File: src/rtl/fp32_pkg.sv
// Shared IEEE754 single-precision types and helpers for the FPU datapath blocks.
package fp32_pkg;

  localparam logic [31:0] FP32_QNAN = 32'h7fc00000;
  localparam int unsigned FP32_BIAS = 127;
  localparam int unsigned FP32_MANT_W = 24;
  localparam int unsigned FP32_PROD_W = 48;
  localparam int unsigned FP32_EXP_W = 10;

  typedef struct packed {
    logic        sign;
    logic [7:0]  exp;
    logic [22:0] frac;
  } fp32_t;

  typedef struct packed {
    logic invalid;
    logic overflow;
    logic underflow;
    logic inexact;
  } fp32_flags_t;

  typedef enum logic [1:0] {
    ST_IDLE,
    ST_MUL,
    ST_ROUND,
    ST_DONE
  } fp32_state_t;

  // Classified operand; mant is left-justified (bit 23 set for any nonzero finite value).
  typedef struct packed {
    logic        sign;
    logic        zero;
    logic        inf;
    logic        nan;
    logic        snan;
    logic        sub;
    logic [7:0]  exp;
    logic [22:0] frac;
    logic [23:0] mant;
    logic [4:0]  lz;
  } fp32_unpacked_t;

  function automatic logic [4:0] lzc24(input logic [23:0] v);
    logic [4:0] n;
    n = 5'd24;
    for (int i = 0; i < 24; i++) begin
      if (v[i]) n = 5'(23 - i);
    end
    return n;
  endfunction

endpackage

File: src/rtl/fp32_unpack.sv
// Combinational operand classification and subnormal prenormalization.
module fp32_unpack
  import fp32_pkg::*;
(
  input  logic [31:0]    i_x,
  output fp32_unpacked_t o_u
);

  fp32_t       w_f;
  logic        w_exp_zero;
  logic        w_exp_ones;
  logic        w_frac_nz;
  logic [23:0] w_raw;
  logic [4:0]  w_lz;

  assign w_f        = i_x;
  assign w_exp_zero = (w_f.exp == 8'h00);
  assign w_exp_ones = (w_f.exp == 8'hff);
  assign w_frac_nz  = |w_f.frac;
  assign w_raw      = {~w_exp_zero, w_f.frac};
  assign w_lz       = lzc24(w_raw);

  always_comb begin
    o_u      = '0;
    o_u.sign = w_f.sign;
    o_u.exp  = w_f.exp;
    o_u.frac = w_f.frac;
    o_u.zero = w_exp_zero & ~w_frac_nz;
    o_u.sub  = w_exp_zero & w_frac_nz;
    o_u.inf  = w_exp_ones & ~w_frac_nz;
    o_u.nan  = w_exp_ones & w_frac_nz;
    o_u.snan = w_exp_ones & w_frac_nz & ~w_f.frac[22];
    o_u.lz   = w_lz;
    o_u.mant = w_raw << w_lz;
  end

endmodule

File: src/rtl/fp32_mul_seq.sv
// Multi-cycle IEEE754 single-precision multiplier with a shift-add product array,
// round-to-nearest-even, subnormal support and valid/ready handshakes on both sides.
module fp32_mul_seq
  import fp32_pkg::*;
#(
  parameter int unsigned BITS_PER_CYCLE = 1
)
(
  input  logic        clk,
  input  logic        rst,
  input  logic        in_valid,
  output logic        in_ready,
  input  logic [31:0] a,
  input  logic [31:0] b,
  output logic        out_valid,
  input  logic        out_ready,
  output logic [31:0] y,
  output logic        exc_invalid,
  output logic        exc_overflow,
  output logic        exc_underflow,
  output logic        exc_inexact,
  output logic        busy
);

  localparam int unsigned BPC   = BITS_PER_CYCLE;
  localparam int unsigned NCYC  = (BPC == 0) ? 1 : FP32_MANT_W / BPC;
  localparam int unsigned CNT_W = 5;
  localparam int unsigned PW    = FP32_PROD_W;
  localparam int unsigned EW    = FP32_EXP_W;

  if (!(BPC == 1 || BPC == 2 || BPC == 3 || BPC == 4 || BPC == 6 ||
        BPC == 8 || BPC == 12 || BPC == 24)) begin : g_bad_bpc
    $error("fp32_mul_seq: illegal BITS_PER_CYCLE %0d", BPC);
  end

  fp32_state_t        r_state;
  logic               r_in_ready;
  logic               r_out_valid;
  logic               r_busy;
  logic [31:0]        r_y;
  fp32_flags_t        r_flags;
  logic               r_sign;
  logic signed [EW-1:0] r_exp;
  logic [PW-1:0]      r_mcand;
  logic [23:0]        r_mplier;
  logic [PW-1:0]      r_prod;
  logic [CNT_W-1:0]   r_cnt;

  fp32_unpacked_t     w_ua;
  fp32_unpacked_t     w_ub;
  logic               w_sign;
  logic [EW-1:0]      w_ea;
  logic [EW-1:0]      w_eb;
  logic signed [EW-1:0] w_exp_in;
  logic               w_special;
  fp32_t              w_spec_y;
  fp32_flags_t        w_spec_flags;
  logic [PW-1:0]      w_partial;

  fp32_unpack u_unpack_a (.i_x(a), .o_u(w_ua));
  fp32_unpack u_unpack_b (.i_x(b), .o_u(w_ub));

  // Subnormals contribute an effective biased exponent of 1 before the leading-zero shift.
  assign w_sign   = w_ua.sign ^ w_ub.sign;
  assign w_ea     = w_ua.sub ? EW'(1) : EW'(w_ua.exp);
  assign w_eb     = w_ub.sub ? EW'(1) : EW'(w_ub.exp);
  assign w_exp_in = w_ea + w_eb - EW'(FP32_BIAS) - EW'(w_ua.lz) - EW'(w_ub.lz);

  assign w_partial = PW'(r_mcand * PW'(r_mplier[BPC-1:0]));

  // Special-operand results, highest priority first.
  always_comb begin
    w_special    = 1'b0;
    w_spec_y     = '0;
    w_spec_flags = '0;
    if (w_ua.nan || w_ub.nan) begin
      w_special            = 1'b1;
      w_spec_y             = w_ua.nan ? {w_ua.sign, 8'hff, w_ua.frac | 23'h400000}
                                      : {w_ub.sign, 8'hff, w_ub.frac | 23'h400000};
      w_spec_flags.invalid = w_ua.snan | w_ub.snan;
    end else if ((w_ua.inf && w_ub.zero) || (w_ua.zero && w_ub.inf)) begin
      w_special            = 1'b1;
      w_spec_y             = FP32_QNAN;
      w_spec_flags.invalid = 1'b1;
    end else if (w_ua.inf || w_ub.inf) begin
      w_special = 1'b1;
      w_spec_y  = {w_sign, 8'hff, 23'd0};
    end else if (w_ua.zero || w_ub.zero) begin
      w_special = 1'b1;
      w_spec_y  = {w_sign, 8'h00, 23'd0};
    end
  end

  logic signed [EW-1:0] w_e1;
  logic signed [EW-1:0] w_e2;
  logic signed [EW-1:0] w_sh_full;
  logic [23:0]        w_mant;
  logic               w_g;
  logic               w_st;
  logic               w_tiny;
  logic [4:0]         w_sh;
  logic [25:0]        w_vec;
  logic [25:0]        w_vsh;
  logic [25:0]        w_mask;
  logic               w_lost;
  logic [23:0]        w_m2;
  logic               w_g2;
  logic               w_st2;
  logic               w_inc;
  logic [24:0]        w_rnd;
  logic               w_inexact;
  logic [22:0]        w_frac_n;
  fp32_t              w_rnd_y;
  fp32_flags_t        w_rnd_flags;

  // Normalize, denormalize if tiny, round to nearest even, then range-check.
  always_comb begin
    w_e1        = r_exp;
    w_mant      = r_prod[46:23];
    w_g         = r_prod[22];
    w_st        = |r_prod[21:0];
    if (r_prod[47]) begin
      w_e1   = r_exp + 10'sd1;
      w_mant = r_prod[47:24];
      w_g    = r_prod[23];
      w_st   = |r_prod[22:0];
    end
    w_tiny      = (w_e1 <= 10'sd0);
    w_sh_full   = 10'sd1 - w_e1;
    w_sh        = 5'd0;
    if (w_tiny) w_sh = (w_sh_full > 10'sd26) ? 5'd26 : w_sh_full[4:0];
    w_vec       = {w_mant, w_g, w_st};
    w_mask      = ~(26'h3ffffff << w_sh);
    w_lost      = |(w_vec & w_mask);
    w_vsh       = w_vec >> w_sh;
    w_m2        = w_vsh[25:2];
    w_g2        = w_vsh[1];
    w_st2       = w_vsh[0] | w_lost;
    w_inc       = w_g2 & (w_st2 | w_m2[0]);
    w_rnd       = {1'b0, w_m2} + 25'(w_inc);
    w_inexact   = w_g2 | w_st2;
    w_e2        = w_rnd[24] ? (w_e1 + 10'sd1) : w_e1;
    w_frac_n    = w_rnd[24] ? 23'd0 : w_rnd[22:0];
    w_rnd_y     = '0;
    w_rnd_flags = '0;
    if (w_tiny) begin
      w_rnd_y               = {r_sign, {7'd0, w_rnd[23]}, w_rnd[22:0]};
      w_rnd_flags.underflow = w_inexact;
      w_rnd_flags.inexact   = w_inexact;
    end else if (w_e2 > 10'sd254) begin
      w_rnd_y              = {r_sign, 8'hff, 23'd0};
      w_rnd_flags.overflow = 1'b1;
      w_rnd_flags.inexact  = 1'b1;
    end else begin
      w_rnd_y             = {r_sign, w_e2[7:0], w_frac_n};
      w_rnd_flags.inexact = w_inexact;
    end
  end

  always_ff @(posedge clk or posedge rst) begin
    if (rst) begin
      r_state     <= ST_IDLE;
      r_in_ready  <= 1'b1;
      r_out_valid <= 1'b0;
      r_busy      <= 1'b0;
      r_y         <= '0;
      r_flags     <= '0;
      r_sign      <= 1'b0;
      r_exp       <= '0;
      r_mcand     <= '0;
      r_mplier    <= '0;
      r_prod      <= '0;
      r_cnt       <= '0;
    end else begin
      case (r_state)
        ST_IDLE: begin
          if (in_valid) begin
            r_sign     <= w_sign;
            r_in_ready <= 1'b0;
            r_busy     <= 1'b1;
            if (w_special) begin
              r_y         <= w_spec_y;
              r_flags     <= w_spec_flags;
              r_out_valid <= 1'b1;
              r_state     <= ST_DONE;
            end else begin
              r_exp    <= w_exp_in;
              r_mcand  <= PW'(w_ua.mant);
              r_mplier <= w_ub.mant;
              r_prod   <= '0;
              r_cnt    <= CNT_W'(NCYC - 1);
              r_state  <= ST_MUL;
            end
          end
        end
        ST_MUL: begin
          r_prod   <= r_prod + w_partial;
          r_mcand  <= r_mcand << BPC;
          r_mplier <= r_mplier >> BPC;
          if (r_cnt == '0) r_state <= ST_ROUND;
          else r_cnt <= CNT_W'(r_cnt - CNT_W'(1));
        end
        ST_ROUND: begin
          r_y         <= w_rnd_y;
          r_flags     <= w_rnd_flags;
          r_out_valid <= 1'b1;
          r_state     <= ST_DONE;
        end
        ST_DONE: begin
          if (out_ready) begin
            r_out_valid <= 1'b0;
            r_in_ready  <= 1'b1;
            r_busy      <= 1'b0;
            r_state     <= ST_IDLE;
          end
        end
        default: r_state <= ST_IDLE;
      endcase
    end
  end

  assign in_ready      = r_in_ready;
  assign out_valid     = r_out_valid;
  assign busy          = r_busy;
  assign y             = r_y;
  assign exc_invalid   = r_flags.invalid;
  assign exc_overflow  = r_flags.overflow;
  assign exc_underflow = r_flags.underflow;
  assign exc_inexact   = r_flags.inexact;

endmodule

File: config.mk
export PLATFORM = sky130hd
export DESIGN_NAME = fp32_mul_seq
export DESIGN_NICKNAME = d
export VERILOG_FILES = /design/src/rtl/fp32_pkg.sv /design/src/rtl/fp32_unpack.sv /design/src/rtl/fp32_mul_seq.sv
export SDC_FILE = /design/constraint.sdc
export NUM_CORES = 1
export LEC_CHECK = 0
export CAP_MARGIN = 10
export CORE_MARGIN = 2
export CORE_UTILIZATION = 30
export DETAILED_ROUTE_END_ITERATION = 7
export HOLD_SLACK_MARGIN = 0.08
export PLACE_DENSITY = 0.52
export SLEW_MARGIN = 25
export SYNTH_ARGS = -nofsm -noshare
export SYNTH_HDL_FRONTEND = slang
export SYNTH_SLANG_ARGS = --single-unit
File: constraint.sdc
create_clock -name clk -period 9.28 [get_ports clk]
set_input_delay 1.856 -clock clk [delete_from_list [all_inputs] [get_ports clk]]
set_output_delay 1.856 -clock clk [all_outputs]
set_load 0.02 [all_outputs]
# Yosys cells after proc, flatten, opt, wreduce, memory -nomap -nowiden
# Index checks and enable logic that the tools add are counted.
# W data, S select, Z words.
[word_totals]
out_inout_bits = 39
reg_bits = 177
inputBits = 68
elab_cells = 205
[op_classes]
shift = 4
eq_ne = 11
n_reduce_logical = 27
multipliers = 1
add_sub_neg = 10
n_bitwise = 25
n_lt_le_gt_ge = 3
mux = 109
[ops]
columns = ["cell", "n"]
rows = [
  ["$mux W32", 7],
  ["$mux W48", 4],
  ["$pmux W48 S2", 2],
  ["$mux W5", 37],
  ["$mux W24", 3],
  ["$mux W4", 18],
  ["$reduce_or A23 Y1", 3],
  ["$pmux W32 S2", 1],
  ["$mux W31", 2],
  ["$add A48 B48 Y48", 1],
  ["$mul A48 B1 Y48", 1],
  ["$pmux W24 S2", 1],
  ["$shl A24 B5 Y24", 2],
  ["$and A26 B26 Y26", 1],
  ["$not A26 Y26", 1],
  ["$reduce_or A26 Y1", 1],
  ["$shl A26 B5 Y26 const A", 1],
  ["$shr A26 B5 Y26", 1],
  ["$add A24 B1 Y25", 1],
  ["$mux W23", 1],
  ["$reduce_or A22 Y1", 1],
  ["$add A10 B2 Y10 const B", 2],
  ["$mux W10", 2],
  ["$sub A10 B5 Y10", 2],
  ["33 further kinds", 94],
]

# Logic depth before layout (Yosys ltp)
[logic_depth]
word_depth = 28
mapped_depth = 28
depth_no_buf = 27

# Cells and area by module
# Synthesis repeated with hierarchy kept, for this count alone.
[unflattened]
cells_unflattened = 2274
area_unflattened_um2 = 18333.8
[modules_own_cells]
columns = ["mod", "instances", "area_each_um2", "seq_area_each_um2", "cells_per_inst"]
rows = [
  ["fp32_mul_seq", 1, 14928.1, 4430.5, 1814],
  ["fp32_unpack", 2, 1702.9, 0.0, 230],
]

# Worst setup path before layout
# Ideal clock, no wire load.
[synth_path]
path_type = "in2reg"
from = "in b[0]"
to = "reg r_exp[9]"
setup_ns = 0.122
arrival_time_ns = 6.602
path_slack_ns = 2.556
stages = 26
n_path_buf = 1
required_ns = 9.158
cell_sequence = "nor2b_1 o21bai_1 a21oi_1 o21bai_1 a21oi_1 o21bai_1 a21oi_1 o21bai_1 a21oi_1 o21bai_1 a221oi_1 clkbuf_1 ha_1 inv_1 fa_1 fa_1 ha_1 inv_1 fa_1 inv_1 a21oi_1 o21bai_1 a21oi_1 o21bai_1 a21oi_1 a32o_1"
[synth_via]
elab_chain_len = 25
elab_cells_between_ends = 47
classes_between = "4 x add/sub; 29 x mux; 6 x bitwise; 8 x reduce/logical"
[synth_rtl]
columns = ["item", "line_no", "source"]
rows = [
  ["from (decl)", "fp32_mul_seq.sv:14", "input logic [31:0] b,"],
  ["$mux W4 (8 in a row)", "fp32_pkg.sv:48", "if (v[i]) n = 5'(23 - i);"],
  ["$mux W5 (16 in a row)", "fp32_pkg.sv:48", ""],
  ["$sub A10 B5 Y10", "fp32_mul_seq.sv:67", "assign w_exp_in = w_ea + w_eb - EW'(FP32_BIAS) - EW'(w_ua.lz) - EW'(w_ub.lz);"],
  ["to (signal assigned)", "fp32_mul_seq.sv:187", "r_exp <= w_exp_in;"],
  ["to (decl)", "fp32_mul_seq.sv:43", "logic signed [EW-1:0] r_exp;"],
]
# Parallel ways exist; a longest one is shown, timed or not.
# A chain may end at the register's enable or synchronous reset.

# Worst setup path after layout
[layout_path]
from = "reg r_exp[0]"
to = "reg r_y[6] (netlist: y[6])"
[layout_via]
elab_chain_len = 19
elab_cells_between_ends = 23
classes_between = "4 x add/sub; 3 x order compare; 2 x shift; 8 x mux; 5 x bitwise; 1 x reduce/logical"
[layout_rtl]
columns = ["item", "line_no", "source"]
rows = [
  ["$add A10 B2 Y10", "fp32_mul_seq.sv:123", "w_e1 = r_exp + 10'sd1;"],
  ["$mux W10 *", "fp32_mul_seq.sv:122", "if (r_prod[47]) begin"],
  ["$sub A2 B10 Y10", "fp32_mul_seq.sv:129", "w_sh_full = 10'sd1 - w_e1;"],
  ["$gt A10 B6 Y1", "fp32_mul_seq.sv:131", "if (w_tiny) w_sh = (w_sh_full > 10'sd26) ? 5'd26 : w_sh_full[4:0];"],
  ["$mux W5 (2 in a row)", "fp32_mul_seq.sv:131", ""],
  ["$shl A26 B5 Y26", "fp32_mul_seq.sv:133", "w_mask = ~(26'h3ffffff << w_sh);"],
  ["$not A26 Y26", "fp32_mul_seq.sv:133", ""],
  ["$and A26 B26 Y26", "fp32_mul_seq.sv:134", "w_lost = |(w_vec & w_mask);"],
  ["(+2 left out)", "-", ""],
  ["$or A1 B1 Y1", "fp32_mul_seq.sv:139", "w_inc = w_g2 & (w_st2 | w_m2[0]);"],
  ["$and A1 B1 Y1", "fp32_mul_seq.sv:139", ""],
  ["$add A24 B1 Y25", "fp32_mul_seq.sv:140", "w_rnd = {1'b0, w_m2} + 25'(w_inc);"],
  ["$mux W10", "fp32_mul_seq.sv:142", "w_e2 = w_rnd[24] ? (w_e1 + 10'sd1) : w_e1;"],
  ["$gt A10 B9 Y1", "fp32_mul_seq.sv:150", "end else if (w_e2 > 10'sd254) begin"],
  ["$mux W31", "fp32_mul_seq.sv:150", ""],
  ["$mux W31 *", "fp32_mul_seq.sv:146", "if (w_tiny) begin"],
  ["$pmux W32 S2 *", "fp32_mul_seq.sv:175", "case (r_state)"],
  ["to (signal assigned)", "fp32_mul_seq.sv:182", "r_y <= w_spec_y;"],
  ["to (signal assigned)", "fp32_mul_seq.sv:204", "r_y <= w_rnd_y;"],
  ["to (decl)", "fp32_mul_seq.sv:40", "logic [31:0] r_y;"],
]
# Every way passes the cells marked *; elsewhere a longest branch is shown, timed or not.

==> impl_metrics.py <==
metrics = {
    "detailed_routing": {
        "detail_route.wl_per_cell_microns": 21.80,
        "drt-pass1-iter-count": 5,
        "avgViaCountPerCell": 5.750,
        "drc": 0,
        "vias": 16730,
        "final_antenna_net_count": 0,
        "drt-initial-drc-count": 1647,
        "drt-total-wl_mm": 63.43,
    },
    "sta": {
        "hold_viol_final": 0,
        "timing.final.crit_share_pct": 85.69,
        "slew_headroom_pct": 18.26,
        "fin_skew_ns": 0.01689,
        "fmax_mhz": 125.8,
        "drv_slew": 0,
        "worstMarginPinSlew_ns": 1.226,
        "setup_viol": 0,
        "rsz0062_at_grt": "false",
        "period_needed_ns": 7.952,
        "final.setup.tns_ns": 0,
    },
    "layout": {
        "n_fill_cell": 6004,
        "area_delta_synth_final_pct": 13.80,
        "nNetsFinal": 2296,
        "final_cell_mix": "nand2_1, dfrtp_1, mux2i_1",
        "layout_commonest_cell": "nand2_1",
        "drive_gt1_share_pct": 5.527,
        "num_antenna_cells": 0,
        "post-route-util_pct": 34.43,
    },
    "global_routing": {
        "grt_start_max_net_pins": 115,
        "grt_pass1_vias": 15940,
        "grt_overflow": 0,
        "grt_pass1_wl_mm": 98.12,
        "grt_usage_pct": 21.19,
        "antenna_found_initial": 0,
    },
    "critical_path": {
        "critical_path_required_ns": 9.62,
        "critPathMaxFanout": 22,
        "startpoint_type": "flop",
        "crit_type": "reg2reg",
        "arrival_ns": 8.29,
        "worstSetupEndpointType": "flop",
    },
    "synth": {
        "ys_async_sr_fraction_pct": 100.0,
        "synth-xor-area-share_pct": 4.977,
        "synth_area_per_cell_sq_um": 8.046,
        "ys_types": 94,
        "syn_area_sq_um": 16990,
        "synthCells": 2112,
        "ys_seq_elements": 177,
        "synth_edf_count": 0,
        "seq_area_frac_synth_pct": 26.07,
        "synth_mux_area_share_pct": 11.01,
        "synth_ff_type": "dfrtp_1",
        "ys_warn_count": 0,
        "synthSimpleGateAreaFrac_pct": 20.45,
        "synth-compound-area-share_pct": 25.19,
        "syn-num-nets": 2268,
        "synth_top_family_by_area": "compound AO/OA/AOI/OAI gates",
        "synth-adder-area-share_pct": 7.068,
    },
    "clocking": {
        "clockBufferDepth": 2,
        "clock_sink_count": 177,
        "htreeDepth": 4,
        "cts_hold_buf": 0,
        "cts_root_buf": "clkbuf_16",
        "numCtsBuffers": 17,
        "clk_latency_ns": 0.47,
        "ctsResizeCount": 0,
        "post_cts_buffers": 0,
        "cts_tree": "built",
        "clkSlewWorstSetupHoldPaths_ns": 0.08,
    },
    "floorplanning": {
        "die_h_microns": 242.0,
        "io_pins": 107,
        "die_area_sq_um": 58570,
        "core_sq_um": 56170,
        "die_x_microns": 242.0,
        "rows": 87,
        "start_util_pct": 30.25,
    },
    "power_and_ir_drop": {
        "power_density_nw_per_um2": 267.5,
        "peakVddDrop_v": 0.0001724,
        "p_leak_nw": 8.524,
    },
    "min_path": {
        "min_path_type": "reg2reg",
    },
    "job": {
        "drv_cap": 0,
    },
    "placement": {
        "io_buffers": 106,
        "dpl.hpwl_mm": 48.12,
        "routabilityCongestion": 0.9814,
    },
    "run_status": {
        "run_status": "completed",
    },
}
## flip-flops by register name, indices dropped and copies added (netlist names)
name	count
busy	1
exc_inexact	1
exc_invalid	1
exc_overflow	1
exc_underflow	1
in_ready	1
out_valid	1
r_cnt	5
r_exp	10
r_mcand	48
r_mplier	24
r_prod	48
r_sign	1
r_state	2
y	32
## report_power, final
group          leakage, nW  switching (W)  internal [W]
Combinational         5.94        0.00209       0.00106
Sequential            2.30       0.000247       0.00102
Clock                0.290       0.000379      0.000384
Total                 8.52        0.00271       0.00246
## final timing paths
check,from,to,slack [ns],cells past startpoint
setup / recovery,r_exp[0]$_DFFE_PP0P_,y[6]$_DFFE_PP0P_,1.33,26
hold / removal,r_mplier[23]$_DFFE_PP0P_,r_mplier[23]$_DFFE_PP0P_,0.49,2
setup reg to reg,r_exp[0]$_DFFE_PP0P_,y[6]$_DFFE_PP0P_,1.33,26
hold reg to reg,r_mplier[23]$_DFFE_PP0P_,r_mplier[23]$_DFFE_PP0P_,0.49,2
max in group asynchronous,rst,r_prod[47]$_DFFE_PP0P_,5.79,3
min in group asynchronous,rst,r_mplier[12]$_DFFE_PP0P_,1.86,2
## routing by layer
layer  global-route usage [%]  part of all wire, %  vias to the layer above
li1                         -                    -                     7836
met1                    31.06                   48                     8260
met2                    32.83                   45                      563
met3                    2.891                  5.7                       68
met4                    4.775                  1.9                        0
met5                        0                    0                        -
## metrics by stage
| stage | cell area (sq um) | worst slack, ns | hold slack, ns | total power, W | std cells |
|---|---|---|---|---|---|
| after floorplan | 16990 | 2.556 | 0.4447 | 0.003329 | 2112 |
| after global placement | 18730 | 1.727 | 0.4586 | 0.004352 | 2877 |
| after detailed placement | 18730 | 1.444 | 0.4715 | 0.004363 | 2877 |
| after CTS | 19330 | 1.431 | 0.4885 | 0.005144 | 2909 |
| after global routing | 19340 | 0.7076 | 0.5166 | 0.005521 | 2909 |
| final | 19340 | 1.328 | 0.4862 | 0.005173 | 2909 |
## cells by family after synthesis
| logic type | after synthesis |
|---|---|
| flops | 177 |
| xor+xnor | 92 |
| simple gates | 720 |
| fa+ha+maj | 89 |
| compound gates | 633 |
| mux | 185 |
| buf+inv | 216 |
## critical path: stages, from the launching register on
cell	delay, ns
dfrtp_1	0.50
ha_1	0.38
mux2i_1	0.59
clkinv_1	0.45
ha_1	0.48
nor2_1	0.06
a211oi_1	0.20
o21ai_0	0.11
a21oi_1	0.18
a211o_1	0.44
o211ai_2	0.46
buf_4	0.37
a211oi_1	0.30
a211oi_1	0.12
o31ai_1	0.24
buf_4	0.20
o221ai_1	0.21
nor2_1	0.16
ha_1	0.21
nand3_1	0.15
nor4_4	0.30
nand4_1	0.24
or3_1	0.41
a211oi_2	0.39
nor3b_2	0.09
buf_4	0.23
a221o_1	0.32
## Yosys cell counts (all sizes together) (15+ instances only)
cell    count  share of area, %
and2       56               2.1
buf        38               1.3
o21bai     23               1.0
mux2       15              0.99
and3       36               1.3
o31ai      22              0.97
a211oi     46               2.1
clkbuf     87               1.9
o21ai     142               4.2
nor3       72               2.1
o211ai     21              0.96
a22o       18              0.93
a21oi     151               4.5
nand2     251               5.5
o221ai     15              0.77
xor2       33               1.7
nor4       29               1.2
nand4      16              0.68
a221o      32               1.9
xnor2      58               3.1
or3        16              0.59
nand3      43               1.3
nor2      145               3.2
a21o       33               1.5
inv        90               2.0
o22ai      20              0.74
dfrtp     176                26
nand2b     17              0.63
mux2i     170                10
ha         76               5.6
## area by class of cell
cell class	instances	area [sq um]	area share (%)
Inverter	91	349.1	1.805
Multi-Input combinational cell	1719	11740	60.71
Clock inverter	15	173.9	0.8993
Tap cell	756	945.9	4.891
Clock buffer	17	425.4	2.200
Sequential cell	177	4432	22.92
Timing Repair Buffer	134	1271	6.574
(Power assumes the default switching activity.)
